==> src/rtl/idli_uart_m.sv <==
// Slice-serial UART: 4-bit slice write/read port, TX byte FIFO feeding an 8N1 transmitter, single-byte receiver.
// Define IDLI_UART_PARITY_EN to insert an even-parity bit in both directions.
module idli_uart_m #(
  parameter int CLK_DIV  = 16,
  parameter int TX_DEPTH = 4
) (
  input  logic       i_uart_gck,
  input  logic       i_uart_rst,
  input  logic [1:0] i_uart_ctr,
  input  logic       i_uart_wr_en,
  input  logic       i_uart_rd_en,
  input  logic [3:0] i_uart_slice,
  output logic [3:0] o_uart_slice,
  output logic       o_uart_tx_full,
  output logic       o_uart_rx_vld,
  input  logic       i_uart_rx,
  output logic       o_uart_tx
);
  localparam int BW = $clog2(CLK_DIV);
  localparam int AW = $clog2(TX_DEPTH);
  localparam logic [BW-1:0] BAUD_LAST = BW'(CLK_DIV - 1);
  localparam logic [BW-1:0] BAUD_HALF = BW'(CLK_DIV / 2 - 1);

  typedef enum logic [2:0] {S_IDLE, S_START, S_DATA, S_PARITY, S_STOP} state_e;

  // ---------------- write capture ----------------
  // The high byte of a written word is discarded, so only slices 0 and 1 are kept.
  logic       wr_busy_q;
  logic [7:0] wr_lo_q;
  logic       wr_act, push, pop, push_ok;

  assign wr_act = wr_busy_q || ((i_uart_ctr == 2'd0) && i_uart_wr_en);
  assign push   = wr_act && (i_uart_ctr == 2'd3);

  // NOTE: sequential state uses non-blocking assignments so every flop samples pre-edge values.
  always_ff @(posedge i_uart_gck or posedge i_uart_rst) begin
    if (i_uart_rst) begin
      wr_busy_q <= 1'b0;
      wr_lo_q   <= '0;
    end else begin
      if (wr_act && !i_uart_ctr[1]) wr_lo_q[{i_uart_ctr[0], 2'b00} +: 4] <= i_uart_slice;
      wr_busy_q <= wr_act && (i_uart_ctr != 2'd3);
    end
  end

  // ---------------- TX FIFO ----------------
  logic [7:0]  fifo_q [TX_DEPTH];
  logic [AW:0] wr_ptr_q, rd_ptr_q;
  logic        fifo_empty, fifo_full;

  assign fifo_empty = (wr_ptr_q == rd_ptr_q);
  assign fifo_full  = (wr_ptr_q[AW] != rd_ptr_q[AW]) && (wr_ptr_q[AW-1:0] == rd_ptr_q[AW-1:0]);
  assign push_ok    = push && (!fifo_full || pop);

  // NOTE: FIFO storage has no reset; the pointers alone define which entries are valid.
  always_ff @(posedge i_uart_gck) begin
    if (push_ok) fifo_q[wr_ptr_q[AW-1:0]] <= wr_lo_q;
  end

  always_ff @(posedge i_uart_gck or posedge i_uart_rst) begin
    if (i_uart_rst) begin
      wr_ptr_q <= '0;
      rd_ptr_q <= '0;
    end else begin
      if (push_ok) wr_ptr_q <= wr_ptr_q + 1'b1;
      if (pop)     rd_ptr_q <= rd_ptr_q + 1'b1;
    end
  end

  // ---------------- TX FSM ----------------
  state_e        tx_st_q;
  logic [BW-1:0] tx_cnt_q;
  logic [2:0]    tx_bit_q;
  logic [7:0]    tx_sh_q;
  logic          tx_q, tx_end;

  assign tx_end = (tx_cnt_q == BAUD_LAST);
  assign pop    = !fifo_empty && ((tx_st_q == S_IDLE) || ((tx_st_q == S_STOP) && tx_end));

  always_ff @(posedge i_uart_gck or posedge i_uart_rst) begin
    if (i_uart_rst) begin
      tx_st_q  <= S_IDLE;
      tx_cnt_q <= '0;
      tx_bit_q <= '0;
      tx_sh_q  <= '0;
      tx_q     <= 1'b1;
    end else begin
      tx_cnt_q <= tx_end ? '0 : tx_cnt_q + 1'b1;
      case (tx_st_q)
        S_START: if (tx_end) begin
          tx_st_q  <= S_DATA;
          tx_bit_q <= '0;
          tx_q     <= tx_sh_q[0];
        end
        S_DATA: if (tx_end) begin
          if (tx_bit_q == 3'd7) begin
`ifdef IDLI_UART_PARITY_EN
            tx_st_q <= S_PARITY;
            tx_q    <= ^tx_sh_q;
`else
            tx_st_q <= S_STOP;
            tx_q    <= 1'b1;
`endif
          end else begin
            tx_bit_q <= tx_bit_q + 3'd1;
            tx_q     <= tx_sh_q[tx_bit_q + 3'd1];
          end
        end
        S_PARITY: if (tx_end) begin
          tx_st_q <= S_STOP;
          tx_q    <= 1'b1;
        end
        S_STOP: if (tx_end) tx_st_q <= S_IDLE;
        default: ;
      endcase
      // A pop (from IDLE or at the end of STOP) overrides the case above and starts a frame.
      if (pop) begin
        tx_st_q  <= S_START;
        tx_cnt_q <= '0;
        tx_sh_q  <= fifo_q[rd_ptr_q[AW-1:0]];
        tx_q     <= 1'b0;
      end
    end
  end

  // ---------------- RX FSM ----------------
  logic [1:0]    rx_sync_q;
  logic          rx_prev_q, rx_s, rx_tick, rx_good;
  state_e        rx_st_q;
  logic [BW-1:0] rx_cnt_q;
  logic [2:0]    rx_bit_q;
  logic [7:0]    rx_sh_q;
`ifdef IDLI_UART_PARITY_EN
  logic          rx_par_err_q;
`endif

  assign rx_s    = rx_sync_q[1];
  assign rx_tick = (rx_st_q == S_START) ? (rx_cnt_q == BAUD_HALF) : (rx_cnt_q == BAUD_LAST);
`ifdef IDLI_UART_PARITY_EN
  assign rx_good = (rx_st_q == S_STOP) && rx_tick && rx_s && !rx_par_err_q;
`else
  assign rx_good = (rx_st_q == S_STOP) && rx_tick && rx_s;
`endif

  always_ff @(posedge i_uart_gck or posedge i_uart_rst) begin
    if (i_uart_rst) begin
      rx_sync_q <= 2'b11;
      rx_prev_q <= 1'b1;
      rx_st_q   <= S_IDLE;
      rx_cnt_q  <= '0;
      rx_bit_q  <= '0;
      rx_sh_q   <= '0;
`ifdef IDLI_UART_PARITY_EN
      rx_par_err_q <= 1'b0;
`endif
    end else begin
      rx_sync_q <= {rx_sync_q[0], i_uart_rx};
      rx_prev_q <= rx_s;
      rx_cnt_q  <= rx_tick ? '0 : rx_cnt_q + 1'b1;
      case (rx_st_q)
        S_IDLE: if (rx_prev_q && !rx_s) begin
          rx_st_q  <= S_START;
          rx_cnt_q <= '0;
        end
        S_START: if (rx_tick) begin
          rx_st_q  <= rx_s ? S_IDLE : S_DATA;
          rx_bit_q <= '0;
        end
        S_DATA: if (rx_tick) begin
          rx_sh_q  <= {rx_s, rx_sh_q[7:1]};
          rx_bit_q <= rx_bit_q + 3'd1;
`ifdef IDLI_UART_PARITY_EN
          if (rx_bit_q == 3'd7) rx_st_q <= S_PARITY;
`else
          if (rx_bit_q == 3'd7) rx_st_q <= S_STOP;
`endif
        end
`ifdef IDLI_UART_PARITY_EN
        S_PARITY: if (rx_tick) begin
          rx_par_err_q <= (rx_s != ^rx_sh_q);
          rx_st_q      <= S_STOP;
        end
`endif
        S_STOP: if (rx_tick) rx_st_q <= S_IDLE;
        default: rx_st_q <= S_IDLE;
      endcase
    end
  end

  // ---------------- RX holding / read port ----------------
  logic        rd_fire, rd_busy_q, rx_vld_q, rx_take;
  logic [15:0] rd_q;
  logic [7:0]  rx_byte_q;

  assign rd_fire = i_uart_rd_en && (i_uart_ctr == 2'd0);
  assign rx_take = rx_good && (!rx_vld_q || rd_fire);

  always_ff @(posedge i_uart_gck or posedge i_uart_rst) begin
    if (i_uart_rst) begin
      rd_busy_q <= 1'b0;
      rd_q      <= '0;
      rx_byte_q <= '0;
      rx_vld_q  <= 1'b0;
    end else begin
      rd_busy_q <= rd_fire || (rd_busy_q && (i_uart_ctr != 2'd3));
      if (rd_fire) rd_q <= rx_vld_q ? {8'h00, rx_byte_q} : 16'h0000;
      if (rx_take) begin
        rx_byte_q <= rx_sh_q;
        rx_vld_q  <= 1'b1;
      end else if (rd_fire) begin
        rx_vld_q  <= 1'b0;
      end
    end
  end

  // Slice 0 bypasses the read register so it is available in the rd_en cycle.
  // NOTE: default assignment first keeps this block free of inferred latches.
  always_comb begin
    o_uart_slice = 4'h0;
    if (rd_fire)        o_uart_slice = rx_vld_q ? rx_byte_q[3:0] : 4'h0;
    else if (rd_busy_q) o_uart_slice = rd_q[{i_uart_ctr, 2'b00} +: 4];
  end

  assign o_uart_tx      = tx_q;
  assign o_uart_tx_full = fifo_full;
  assign o_uart_rx_vld  = rx_vld_q;
endmodule

==> config.mk <==
export PLATFORM = sky130hd
export DESIGN_NAME = idli_uart_m
export DESIGN_NICKNAME = d
export VERILOG_FILES = /design/src/rtl/idli_uart_m.sv
export SDC_FILE = /design/constraint.sdc
export NUM_CORES = 1
export LEC_CHECK = 0
export ABC_AREA = 1
export CORE_ASPECT_RATIO = 1.25
export CORE_MARGIN = 1
export CORE_UTILIZATION = 50
export DETAILED_ROUTE_END_ITERATION = 10
export PLACE_DENSITY = 0.79
export SLEW_MARGIN = 20
export SYNTH_ARGS = -nofsm -noshare
export SYNTH_HDL_FRONTEND = slang
export SYNTH_SLANG_ARGS = --single-unit
export TNS_END_PERCENT = 30
==> constraint.sdc <==
create_clock -name i_uart_gck -period 5.89 [get_ports i_uart_gck]
set_input_delay 0.8835 -clock i_uart_gck [delete_from_list [all_inputs] [get_ports i_uart_gck]]
set_output_delay 0.8835 -clock i_uart_gck [all_outputs]
set_load 0.01 [all_outputs]
# Word-level counts from Yosys, hierarchy flattened

Memory sizes are Yosys's and may differ from the RTL's. A register that Yosys moved wholly into a read port is not among the register bits.
Cells that the tools add are included.

Bits in writable memories: 32
Memories: 1
Register bits: 73
Word-level logic and storage cells: 140

Reductions and logical operators: 38
Shifts and indexed selects: 3
Muxes and demuxes: 42
Eq/ne operators: 30
Add/subtract/negate cells: 7
$lt $le $gt $ge: 1

Memories:

| name   | depth | bits a word | rd ports | clocked after memory_dff | write ports | line | text |
|---|---|---|---|---|---|---|---|
| fifo_q | 4     | 8           | 1        | 1                        | 1           | 47   | `logic [7:0] fifo_q [TX_DEPTH];` |

Operators by type and width:

| cell                    | number |
|---|---|
| $mux W3                 | 14 |
| $mux W4                 | 8 |
| $pmux W3 S4             | 2 |
| $ne A2 B2 Y1 const B    | 9 |
| $shiftx A16 B5 Y4       | 1 |
| $ne A3 B3 Y1 const B    | 5 |
| $logic_and A1 B1 Y1     | 14 |
| $add A3 B1 Y3 const B   | 4 |
| $eq A3 B3 Y1 const B    | 4 |
| $pmux W3 S2             | 2 |
| $mux W1                 | 11 |
| $eq A3 B2 Y1 const B    | 3 |
| $add A4 B1 Y4 const B   | 2 |
| $bwmux W8               | 1 |
| $eq A4 B4 Y1 const B    | 2 |
| $mux W8                 | 1 |
| $reduce_and A4 Y1       | 2 |
| $shift A4 B5 Y8 const A | 1 |
| $shiftx A4 B5 Y8        | 1 |
| $eq A3 B1 Y1 const B    | 2 |
| $logic_not A3 Y1        | 2 |
| $reduce_and A6 Y1       | 1 |
| $reduce_bool A2 Y1      | 3 |
| $logic_not A1 Y1        | 5 |
| other kinds (17)        | 21 |

# Logic depth before layout (Yosys ltp)

Gate-level depths: netlist of run 1.

Depth after elaboration: 8
Gate-level depth with buffers: 10
Gate-level depth less buffers: 9

# Least setup slack after synthesis of run 1

OpenSTA, ideal clock, no wires.

Path kind: input port to output port
From: in i_uart_ctr[0]
To: out o_uart_slice[0]
Data arrival time: 1.730 ns
Cell stages on the path: 6
Setup slack: 3.277 ns
Cells stage by stage: buf_6 nor2_4 nand2_2 inv_1 nand2_2 o22ai_1

Word-level cells in the longest chain between the ends: 3
Elaborated cells on any way between the ends: 5
Classes of those cells: 1 x shift; 2 x mux; 2 x reduce/logical

Ends and longest elaborated chain:

| element                                               | line     | text |
|---|---|---|
| start, declared                                       | 9        | `input logic [1:0] i_uart_ctr,` |
| $shiftx A16 B5 Y4 or $logic_not A2 Y1 (tied branches) | 221, 195 |  |
| $mux W4 or $logic_and A1 B1 Y1 (tied branches)        | 221, 195 |  |
| $mux W4 (*)                                           | 220      | `if (rd_fire) o_uart_slice = rx_vld_q ? rx_byte_q[3:0] : 4'h0;` |
| end, declared                                         | 13       | `output logic [3:0] o_uart_slice,` |

Every way passes the cells marked *; elsewhere a longest branch is shown, timed or not.

# Final worst setup path of run 1

From: in i_uart_ctr[0]
To: out o_uart_slice[1]

Same word-level chain as after synthesis.

==> impl_metrics.csv, run 1 <==
group,metric,value,unit
drt,vias_per_cell,5.07,
sta,rsz0062_at_grt,"no",
yosys,synth-edff-count,32,
clocking,post_cts_buffers,0,
cells_and_area,antenna_cells,0,
cells_and_area,final_cell_mix,"nand2_1 (90), dfrtp_1 (69), inv_1 (53), nor2_1 (50), o21ai_0 (41)",
yosys,async_flop_share,69.5,%
setup_path,cp-start-kind,"input pin",
floorplan,start_util,51.7,%
status,status,"finished clean",
clocking,cts_tree,"done",
drt,drt_wl_total,8400,um
sta,clock.fmax,267,MHz
floorplan,die_w,89.2,um
global_route,antenna_found_initial,0,
drt,ant_nets,0,
clocking,clkSinkCount,105,
sta,drv_slew,0,
sta,relSlewSlack,39.7,%
sta,finalCritPeriodShare,63.6,%
power,clkPwrFrac,26.7,%
power,p_int,1490,uW
drt,vias,3143,
sta,finalSetupViolations,0,
sta,fin_tns_setup,0,ns
cells_and_area,final_common_cell,"nand2_1",
global_route,grt_usage,20.2,%
clocking,clk_pin_slew_worst_paths,0.07,ns
sta,fin_skew,0.00715,ns
floorplan,core,0.00917,mm2
setup_path,critPathRequiredTime,5.01,ns
setup_path,r2r_slack,3.32,ns
place,port-buffer-count,17,
clocking,cts_buffers,9,
cells_and_area,synthToLayoutAreaGrowth,11.5,%
hold_path,holdCritPathClass,"flop to flop",
setup_path,timing_worst_setup_path_type,"input pin to output port",
global_route,grt_pass1_wl,15300,um
place,hpwl,5920,um
yosys,synth_nets,494,
drt,wl_per_cell,13.6,um
power,switching_share,35.7,%
yosys,synth.cell_area,0.00475,mm2
cells_and_area,drive_above_1_share,14.3,%
clocking,postCtsHoldBufs,0,
yosys,ys_seq_area_share,58.8,%
yosys,syn_inst,472,
sta,period_minus_slack,3.74,ns
power,vdd_ir_drop_max,0.260,mV
clocking,root_buffer,"clkbuf_16",
drt,drt-initial-drc-count,253,
yosys,ys.flop_type,"dfrtp_1",
power,leakagePower,0.00232,uW
drt,drt_pass1_iterations,4,
global_route,grt_overflow,0,
clocking,clockBufferDepth,2,
global_route,grt_max_degree,74,
drt,drc_errors,0,
setup_path,crit_path_end_kind,"output port",
floorplan,die_height,111,um
sta,final_hold_viol_count,0,
power,p_switching,825,uW
floorplan,die-area,0.00989,mm2
job,cap_violations,0,
yosys,synthDistinctLibCells,33,
clocking,cts_resized,0,
power,p_seq_share,45.0,%
global_route,grt_pass1_vias,3249,
floorplan,rows,39,
place,gp_congestion,0.864,
yosys,syn_avg_cell_area,10.1,um2
power,pwr-share-comb,28.4,%
cells_and_area,fin_util,57.7,%
yosys,yosys_warnings,0,
sta,tightest_slew,0.905,ns
setup_path,arrival,2.86,ns
clocking,insertion_delay,0.34,ns
clocking,htree_levels,3,
floorplan,num_io_pins,18,
setup_path,cp_max_fo,10,
sta,hold_slack,0.359,ns
yosys,synth_seq_cells,105,
power,power.density,436,mW/mm2
cells_and_area,finish.net_count,514,
## kinds of logic (layout without fill, tap and decap cells)
logic type	Yosys count	after routing	synth area share (%)
adders and majority gates	11	11	2.90
DFF	105	105	58.8
xor gates and xnor gates	6	6	1.11
and+or+nand+nor	196	196	19.3
AOI/OAI and AO/OA	84	84	10.6
buffers and inverters	70	95	7.22
## flip-flops by register name, indices dropped and copies added, names as in the netlist, 4 cells and up
name and flops:
tx_sh_q 8, wr_lo_q 8, tx_cnt_q 4, rd_q 8
rx_byte_q 8, rx_cnt_q 4, fifo_q 32, rx_sh_q 8
## cells in the mapped netlist, drive strengths merged, types with 5 or more instances
cell,instances,share of area [%]
o21ai,65,8.0
dfrtp,69,36
edfxtp,32,20
a31oi,8,1.1
nor2,60,5.4
nand3,29,4.3
ha,11,2.9
o22ai,6,0.79
nand2,100,8.8
inv,61,5.2
buf,8,2.0
a21oi,5,0.76
## metal layers
metal / GRT usage (%) / wire length, um / vias to the layer above
li1: - / - / 1587
met1: 26.0 / 3590 / 1481
met2: 32.4 / 4280 / 58
met3: 3.87 / 240 / 17
met4: 10.2 / 289 / 0
met5: 0 / 0 / -
## per-stage QoR
stage / total power (uW) / cell area [um2] / instances / setup slack, ns
5_1_grt: 2480 / 5300 / 620 / 2.00
3_3_place_gp: 1660 / 4980 / 604 / 2.24
6_report: 2310 / 5300 / 620 / 2.15
2_1_floorplan: 1590 / 4750 / 472 / 3.16
4_1_cts: 2330 / 5300 / 620 / 2.16
3_5_place_dp: 1700 / 4980 / 604 / 2.17
## path summary, 6_finish.rpt
path                               startpoint         endpoint  depth (start not counted)
worst max-delay path            i_uart_ctr[0]  o_uart_slice[1]                          7
worst min-delay path             rx_sync_q[0]     rx_sync_q[1]                          0
worst max register to register    rd_ptr_q[0]     fifo_q[2][2]                          8
worst min register to register   rx_sync_q[0]     rx_sync_q[1]                          0
max in group asynchronous          i_uart_rst       wr_lo_q[2]                          3
min in group asynchronous          i_uart_rst      rx_cnt_q[2]                          3
## critical path, cell delays in order
cell	delay, ns
clkdlybuf4s50_1	0.56
nor2_4	0.20
nand2_2	0.14
inv_1	0.20
nand2_2	0.14
o22ai_1	0.18
clkdlybuf4s50_1	0.56
## final cells by class
class	instances	area, um2
inverters	61	246
well taps	123	154
flip-flops and latches	105	2790
clock buffers	9	225
multi-input cells	297	1610
fillers	788	3880
clock inverters	7	87.6
repair buffers	18	178
## power groups by stage
stage | combinational, uW | clock, uW | sequential, uW
6_report | 655 | 616 | 1040
2_1_floorplan | 595 | 0 | 997
4_1_cts | 662 | 629 | 1040
5_1_grt | 762 | 654 | 1060
3_3_place_gp | 619 | 0 | 1040
3_5_place_dp | 650 | 0 | 1050
No activity file was read; power rests on OpenSTA's default activity.
==> run 2, diff against run 1 <==
==> constraint.sdc (replaced) <==
create_clock -name i_uart_gck -period 3.6 [get_ports i_uart_gck]
set_input_delay 0.54 -clock i_uart_gck [delete_from_list [all_inputs] [get_ports i_uart_gck]]
set_output_delay 0.54 -clock i_uart_gck [all_outputs]
set_load 0.01 [all_outputs]
==> impl_metrics.csv, run 2 (synthesized netlist as in run 1, its figures left out) <==
group,metric,value,unit
status,status,"finished clean",
clocking,cts_buffers,9,
sta,fin_tns_setup,0,ns
hold_path,holdCritPathClass,"flop to flop",
clocking,clkSinkCount,105,
setup_path,startpoint,"i_uart_ctr[0]",
global_route,antenna_found_initial,0,
clocking,insertion_delay,0.35,ns
sta,final_hold_viol_count,0,
cells_and_area,synthToLayoutAreaGrowth,11.1,%
sta,finalSetupViolations,0,
sta,tightest_slew,0.828,ns
cells_and_area,final_common_cell,"nand2_1",
floorplan,start_util,51.7,%
clocking,cts_resized,0,
power,pwr-share-comb,29.1,%
cells_and_area,final_cell_mix,"nand2_1 (90), dfrtp_1 (69), inv_1 (53), nor2_1 (50), o21ai_0 (41)",
setup_path,cp-start-kind,"input pin",
global_route,grt_max_degree,35,
setup_path,r2r_slack,1.02,ns
drt,drt-initial-drc-count,219,
drt,ant_nets,0,
cells_and_area,design_area,0.00528,mm2
drt,vias_per_cell,5.19,
drt,vias,3221,
power,vdd_ir_drop_max,0.318,mV
drt,drt_wl_total,8710,um
setup_path,rr_worst_depth,8,
global_route,grt_usage,20.7,%
setup_path,arrival,2.53,ns
floorplan,num_io_pins,18,
floorplan,die_height,111,um
setup_path,path_depth,7,
power,clkPwrFrac,25.1,%
floorplan,die-area,0.00989,mm2
global_route,grt_overflow,0,
cells_and_area,drive_above_1_share,14.5,%
clocking,root_buffer,"clkbuf_16",
place,dpl_cell_area,0.00499,mm2
place,hpwl,6290,um
cells_and_area,finish.net_count,515,
power,p_int,2360,uW
setup_path,reg2reg_to,"fifo_q[0][3]",
setup_path,cp_max_fo,10,
setup_path,critPathRequiredTime,3.06,ns
clocking,htree_levels,3,
setup_path,critPathCapture,"o_uart_slice[3]",
power,power.density,707,mW/mm2
clocking,clk_pin_slew_worst_paths,0.07,ns
sta,fin_skew,0.00608,ns
setup_path,cp_top_family,"buffers and inverters",
setup_path,crit_buf_inv,3,
setup_path,timing_worst_setup_path_type,"input pin to output port",
sta,rsz0062_at_grt,"no",
job,cap_violations,0,
drt,drt_pass1_iterations,5,
floorplan,die_w,89.2,um
clocking,cts_tree,"done",
place,port-buffer-count,17,
setup_path,cp_cell_sequence,"clkdlybuf4s50_1 -> nor2_4 -> nand2_2 -> inv_1 -> nand2_2 -> o22ai_1 -> clkdlybuf4s50_1",
sta,relSlewSlack,44.6,%
clocking,post_cts_buffers,0,
drt,wl_per_cell,14.0,um
sta,clock.fmax,326,MHz
setup_path,crit_path_end_kind,"output port",
power,p_switching,1370,uW
sta,finalCritPeriodShare,85.3,%
setup_path,r2r_start,"rd_ptr_q[0]",
clocking,postCtsHoldBufs,0,
global_route,grt_pass1_wl,15400,um
drt,drc_errors,0,
sta,drv_slew,0,
cells_and_area,largest_reg_flops,32,
global_route,grt_pass1_vias,3283,
setup_path,crit_path_top_delay_cell,"clkdlybuf4s50_1",
power,p_seq_share,45.8,%
power,switching_share,36.6,%
cells_and_area,antenna_cells,0,
clocking,clockBufferDepth,2,
power,leakagePower,0.00231,uW
place,dpl.cell_count,605,
floorplan,core,0.00917,mm2
sta,period_minus_slack,3.07,ns
setup_path,slowest_delay,0.58,ns
cells_and_area,finalNonFillerCells,621,
floorplan,rows,39,
place,gp_congestion,0.851,
==> run 2: worst min path at each step <==
| stage | from | endpoint | slack, ns | cells past startpoint |
|---|---|---|---|---|
| floorplan | rx_sync_q[0] | rx_sync_q[1] | 0.35 | 0 |
| CTS | rx_sync_q[0] | rx_sync_q[1] | 0.36 | 0 |
| detailed placement | rx_sync_q[0] | rx_sync_q[1] | 0.35 | 0 |
| global route | rx_sync_q[0] | rx_sync_q[1] | 0.37 | 0 |
| finish | rx_sync_q[0] | rx_sync_q[1] | 0.36 | 0 |
| global placement | rx_sync_q[0] | rx_sync_q[1] | 0.35 | 0 |
==> run 2: worst reg2reg max path, stage by stage (launching register included) <==
cell	delay, ns
dfrtp_1	0.74
inv_4	0.18
nand2_2	0.11
nand2_1	0.08
nand3_2	0.11
nand2_4	0.10
nand2_2	0.12
nand3_4	0.12
nor2_1	0.66
==> run 2: routing by layer <==
layer  vias up  GRT usage [%]  wire [um]
li1       1592              -          -
met1      1535           26.1       3640
met2        72           33.1       4470
met3        22           4.17        278
met4         0           10.9        316
met5         -              0          0
==> run 2: through the flow <==
| step | util [%] | setup slack, ns | hold WS [ns] | total power [uW] |
|---|---|---|---|---|
| after floorplan | - | 1.21 | 0.345 | 2600 |
| after global placement | 54.4 | 0.635 | 0.347 | 2720 |
| after detailed placement | 54.4 | 0.585 | 0.352 | 2810 |
| after CTS | 57.5 | 0.564 | 0.362 | 3760 |
| after global routing | 57.5 | 0.389 | 0.368 | 3990 |
| final | 57.5 | 0.528 | 0.360 | 3730 |
==> run 2: power groups by stage <==
stage / Clock, uW / Combinational, uW / Sequential [uW]
finish: 938 / 1090 / 1710
global route: 993 / 1250 / 1750
CTS: 955 / 1100 / 1710
detailed placement: 0 / 1080 / 1730
global placement: 0 / 1020 / 1700
floorplan: 0 / 973 / 1630
==> run 2: layout make-up <==
class | count | area (um2)
Timing Repair Buffer | 19 | 185
Sequential cell | 105 | 2790
Fill cell | 794 | 3900
Clock buffer | 9 | 225
Clock inverter | 7 | 60.1
Tap cell | 123 | 154
Multi-Input combinational cell | 297 | 1610
Inverter | 61 | 246
==> edit 1 (config.mk and constraints of run 2) <==
The parameter `CLK_DIV` goes from 16 to 32.
--- a/src/rtl/idli_uart_m.sv
+++ b/src/rtl/idli_uart_m.sv
@@ -1,7 +1,7 @@
 // Slice-serial UART: 4-bit slice write/read port, TX byte FIFO feeding an 8N1 transmitter, single-byte receiver.
 // Define IDLI_UART_PARITY_EN to insert an even-parity bit in both directions.
 module idli_uart_m #(
-  parameter int CLK_DIV  = 16,
+  parameter int CLK_DIV  = 32,
   parameter int TX_DEPTH = 4
 ) (
   input  logic       i_uart_gck,
Function: no difference found for any inputs over 10 cycles, from zero or initial values and one cycle with i_uart_rst high; that may be too few to reach the edited logic, so the function may still have changed.
==> edit 1 against run 2 <==
- cell count grew 1.8%
- routed wire length shrank 6.6%
- sequential cell count grew 2
- largest power group unchanged
- global-route usage shrank 1.8 points
- power shrank 4.2%
- final area grew 0.36%
- area after synthesis shrank 0.58%
- critical path depth is the same
- worst setup slack lost 83 ps
- clock power shrank 0.9%
- critical endpoint is now o_uart_slice[2]
==> edit 1: results (changes against run 2) <==
{| class="wikitable"
! Metric !! Value
|-
| Sequential area share after synthesis || 60.2% (+1.4 points)
|-
| Ranking of synthesized cells by instance count || 101 x sky130_fd_sc_hd__nand2_1, 71 x sky130_fd_sc_hd__dfrtp_1, 61 x sky130_fd_sc_hd__nor2_1, 53 x sky130_fd_sc_hd__inv_1, 46 x sky130_fd_sc_hd__o21ai_0
|-
| Skew-Pair Late Insertion Delay || 350 ps (about the same)
|-
| Arrival time of the worst setup path || 2620 ps (+90 ps)
|-
| Synth Net Count || 506 (+2.4%)
|-
| Flip-flop count of the largest register, all copies and words added || 32 (unchanged)
|-
| Transition at the pin with the smallest max-transition slack || 858 ps (+30.0 ps)
|-
| Xor/xnor cell area share of the yosys netlist || 1.11% (+0.0065 points)
|-
| Leakage power of the design || 2.31 nW (+0.22%)
|-
| Largest net degree at the start of global routing || 41 (+17%)
|-
| Synth top area cells || sky130_fd_sc_hd__dfrtp_1 38%, sky130_fd_sc_hd__edfxtp_1 20%, sky130_fd_sc_hd__nand2_1 8.0%
|-
| Placed Cells incl. Taps || 616 (+1.8%)
|-
| Length of the first detailed-routing pass in iterations || 5 (unchanged)
|-
| Detail-routed via count per cell || 5.07 (-2.2%)
|-
| Worst clock skew || 10.2 ps (+4.13 ps)
|-
| Number of global-route vias before repair || 3296 (+0.40%)
|-
| Total clock buffers created by CTS || 9 (unchanged)
|-
| Met1 usage in global routing || 23.3% (-2.8 points)
|-
| Fraction of registers with async set/reset || 70.1% (+0.57 points)
|-
| GR Util met3 || 4.41% (+0.24 points)
|-
| Initial DRC Count || 190 (-13%)
|-
| Worst min-delay path category || reg -> reg
|-
| Wire length of the first global-routing pass || 14.5 mm (-6.2%)
|-
| Layout Nets || 527 (+2.3%)
|-
| Average wire length per cell after detail routing || 12.9 um (-8.2%)
|-
| Share of synthesized cell area in full adder, half adder and majority cells || 3.18% (+0.28 points)
|-
| Peak ir drop on the vdd network || 0.000369 V (+16%)
|-
| Synth Area per Inst || 9.77 um^2 (-2.8%)
|-
| HPWL after DPL || 5.80 mm (-7.9%)
|-
| Share of final-layout standard cells stronger than drive strength 1 || 10.6% (-3.8 points)
|-
| Run status || finished, final reports clean
|-
| Total routing resource utilization after global routing || 18.8% (-1.8 points)
|-
| Post-synthesis cell type count || 34 (+3.0%)
|-
| Routability-driven placement congestion ratio || 0.957 (+12%)
|-
| Number of cells in the finished layout apart from fillers || 632 (+1.8%)
|-
| Placement Setup Slack || 471 ps (-114 ps)
|-
| Global-route met2 utilization || 32.1% (-0.98 points)
|}
==> edit 1: cell types whose count changed after synthesis, sizes merged, moves of 2 or more <==
cell / before / now
nand2: 100 / 104
inv: 61 / 58
nand4: 3 / 6
a21oi: 5 / 7
buf: 8 / 6
clkbuf: 1 / 3
dfrtp: 69 / 71
nand3b: 0 / 2
o22ai: 6 / 4
==> edit 1: power breakdown <==
part           leakage [nW]  internal, mW  switching [mW]
clock network         0.139         0.481           0.448
logic                 0.915         0.365           0.591
registers              1.26          1.48           0.203
==> edit 1: metrics by stage <==
step	hold slack [ps]	area (um^2)	total power, mW
6_report	359	5290	3.57
5_1_grt	366	5290	3.83
4_1_cts	361	5290	3.60
3_5_place_dp	349	5010	2.66
3_3_place_gp	347	5010	2.60
2_1_floorplan	345	4720	2.45
==> edit 1: cell type report <==
class	instances	area (um^2)
multi-input combinational	309	1600
tap	123	154
clock buffer	9	225
fill	800	3880
timing repair buffer	19	198
sequential	107	2840
clock inverter	7	58.8
inverter	58	220
==> edit 1: cells by family after synthesis <==
logic type / Yosys count
xor+xnor: 6
flops: 107
compound gates: 85
buf+inv: 67
fa+ha+maj: 12
simple gates: 206
==> edit 1: final timing paths <==
check,start,end,slack (ps)
setup / recovery,i_uart_ctr[1],o_uart_slice[2],440
hold / removal,rx_sync_q[0],rx_sync_q[1],360
setup reg to reg,rd_ptr_q[0],fifo_q[0][4],910
hold reg to reg,rx_sync_q[0],rx_sync_q[1],360
max in group asynchronous,i_uart_rst,wr_lo_q[0],2230
min in group asynchronous,i_uart_rst,rx_st_q[1],680
==> edit 1: routing by layer <==
metal | up-vias | wire, um | share of wire [%]
met5 | - | 0 | 0
met4 | 0 | 133 | 1.6
met3 | 17 | 287 | 3.5
met2 | 63 | 4290 | 53
met1 | 1498 | 3420 | 42
li1 | 1627 | - | -
==> edit 2 (flow settings as in run 2) <==
Without the edit above. The 5 states of `state_e` get a one-hot encoding in 5 bits.
--- a/src/rtl/idli_uart_m.sv
+++ b/src/rtl/idli_uart_m.sv
@@ -21,7 +21,7 @@
   localparam logic [BW-1:0] BAUD_LAST = BW'(CLK_DIV - 1);
   localparam logic [BW-1:0] BAUD_HALF = BW'(CLK_DIV / 2 - 1);
 
-  typedef enum logic [2:0] {S_IDLE, S_START, S_DATA, S_PARITY, S_STOP} state_e;
+  typedef enum logic [4:0] {S_IDLE = 5'b00001, S_START = 5'b00010, S_DATA = 5'b00100, S_PARITY = 5'b01000, S_STOP = 5'b10000} state_e;
 
   // ---------------- write capture ----------------
   // The high byte of a written word is discarded, so only slices 0 and 1 are kept.
Formal check against the unedited RTL: same outputs for any inputs over 10 cycles, from zero or initial values and one cycle with i_uart_rst high; not proved beyond that.
==> edit 2 against run 2 <==
- count of clock-buffer cells in the layout grew 2
- non-clock buffer count stayed put
- first-iteration DRC count grew 0.91%
- global-route usage is 1.5 points lower
- clock skew grew 2.3 ps
- maximum frequency is 7.3% lower
- highest routed layer unchanged
- sequential share of layout area increased by 0.38 points
- area after synthesis decreased by 0.42%
- core utilization is 0.67 points higher
- final area rose by 1.2%
- routed wire length fell by 2.4%
- sequential cell count increased by 2
- worst setup slack got worse by 240 ps
Power is not compared: it rests on default switching activity, and its combinational part moved more than twofold at a synthesized area within 25%.
==> edit 2: results (changes against run 2) <==
{| class="wikitable"
! Metric !! Value
|-
| Number of fillers in the final layout || 789 (-0.63%)
|-
| Via count || 3300 (+2.5%)
|-
| Share of synthesized cell area in full adder, half adder and majority cells || 2.91% (+0.012 points)
|-
| Share of final-layout standard cells stronger than drive strength 1 || 9.04% (-5.4 points)
|-
| Fraction of registers with async set/reset || 70.1% (+0.57 points)
|-
| Total of flip-flops plus latches after synthesis || 107 (+1.9%)
|-
| Synth Net Count || 517 (+4.7%)
|-
| Total routing resource utilization after global routing || 19.1% (-1.5 points)
|-
| Transition at the pin with the smallest max-transition slack || 724 ps (-104 ps)
|-
| Routability-driven placement congestion ratio || 0.792 (-7.0%)
|-
| Routed length on met3 || 206 um (-26%)
|-
| Routed length on met2 || 4.61 mm (+2.9%)
|-
| Count of non-CTS inverters in the layout || 55 (-9.8%)
|-
| Initial DRC Count || 221 (+0.91%)
|-
| Layout Nets || 537 (+4.3%)
|-
| Synth top area cells || sky130_fd_sc_hd__dfrtp_1 37%, sky130_fd_sc_hd__edfxtp_1 20%, sky130_fd_sc_hd__nand2_1 11%
|-
| Clock buf/inv share || 6.14% (+0.74 points)
|-
| Layout non-clock buf frac || 3.70% (+0.19 points)
|-
| Wire length of the first global-routing pass || 14.6 mm (-5.5%)
|-
| Arrival time of the worst setup path || 2770 ps (+240 ps)
|-
| Ranking of synthesized cells by instance count || 136 x sky130_fd_sc_hd__nand2_1, 69 x sky130_fd_sc_hd__dfrtp_1, 52 x sky130_fd_sc_hd__inv_1, 42 x sky130_fd_sc_hd__nor2_1, 41 x sky130_fd_sc_hd__o21ai_0
|-
| Average wire length per cell after detail routing || 13.2 um (-5.7%)
|-
| Synth Area per Inst || 9.55 um^2 (-5.0%)
|-
| # clk buffers || 11 (+2)
|-
| DIE WIDTH || 89.0 um (-0.21%)
|-
| Placement Setup Slack || 269 ps (-316 ps)
|-
| Yosys warns || 0 (unchanged)
|-
| Worst clock skew || 8.34 ps (+2.26 ps)
|-
| Sequential area share after synthesis || 60.2% (+1.4 points)
|-
| Detail-routed via count per cell || 5.13 (-1.1%)
|-
| Layout multi-input combinational cell count || 323 (+8.8%)
|-
| Placed Cells incl. Taps || 627 (+3.6%)
|-
| Xor/xnor cell area share of the yosys netlist || 0.926% (-0.18 points)
|-
| HPWL after DPL || 5.82 mm (-7.6%)
|-
| Run status || finished, final reports clean
|-
| Post-synthesis cell type count || 31 (-6.1%)
|-
| Sequential cell area in the final layout || 0.00285 mm^2 (+1.9%)
|-
| Multiplexer share of the synthesized area || 0% (unchanged)
|-
| Wl on met1 || 3.59 mm (-1.5%)
|}
==> edit 2: final timing paths <==
path | start | end | slack (ps)
worst min-delay path | rx_sync_q[0] | rx_sync_q[1] | 360
max in group asynchronous | i_uart_rst | o_uart_tx | 2640
min in group asynchronous | i_uart_rst | wr_lo_q[6] | 580
worst max-delay path | i_uart_ctr[0] | o_uart_slice[3] | 290
worst max register to register | rd_ptr_q[0] | fifo_q[0][0] | 1030
worst min register to register | rx_sync_q[0] | rx_sync_q[1] | 360
==> edit 2: worst max-delay path: stages <==
cell and delay (ps):
sky130_fd_sc_hd__clkdlybuf4s50_1 570, sky130_fd_sc_hd__nor2_1 250, sky130_fd_sc_hd__nand2_1 220, sky130_fd_sc_hd__inv_2 180, sky130_fd_sc_hd__nand2_1 170, sky130_fd_sc_hd__o22ai_1 260
sky130_fd_sc_hd__clkdlybuf4s50_1 580
==> edit 2: logic make-up (layout without fill, tap and decap cells) <==
kind of cell,count (synthesis),count (layout)
AOI/OAI and AO/OA,75,75
xor gates and xnor gates,5,5
adders and majority gates,11,11
buffers and inverters,65,90
DFF,107,107
and+or+nand+nor,232,232
==> edit 2: power breakdown <==
| part | total [mW] | switching (mW) | internal [mW] |
|---|---|---|---|
| clock network | 1.06 | 0.429 | 0.633 |
| logic | 0.353 | 0.223 | 0.129 |
| registers | 1.46 | 0.0874 | 1.37 |
| total | 2.87 | 0.739 | 2.13 |
==> edit 2: layer usage <==
| metal | GRT usage, % | vias up |
|---|---|---|
| met2 | 34.4 | 55 |
| met4 | 6.88 | 0 |
| met1 | 22.8 | 1566 |
| met5 | 0 | - |
| li1 | - | 1668 |
| met3 | 2.76 | 11 |
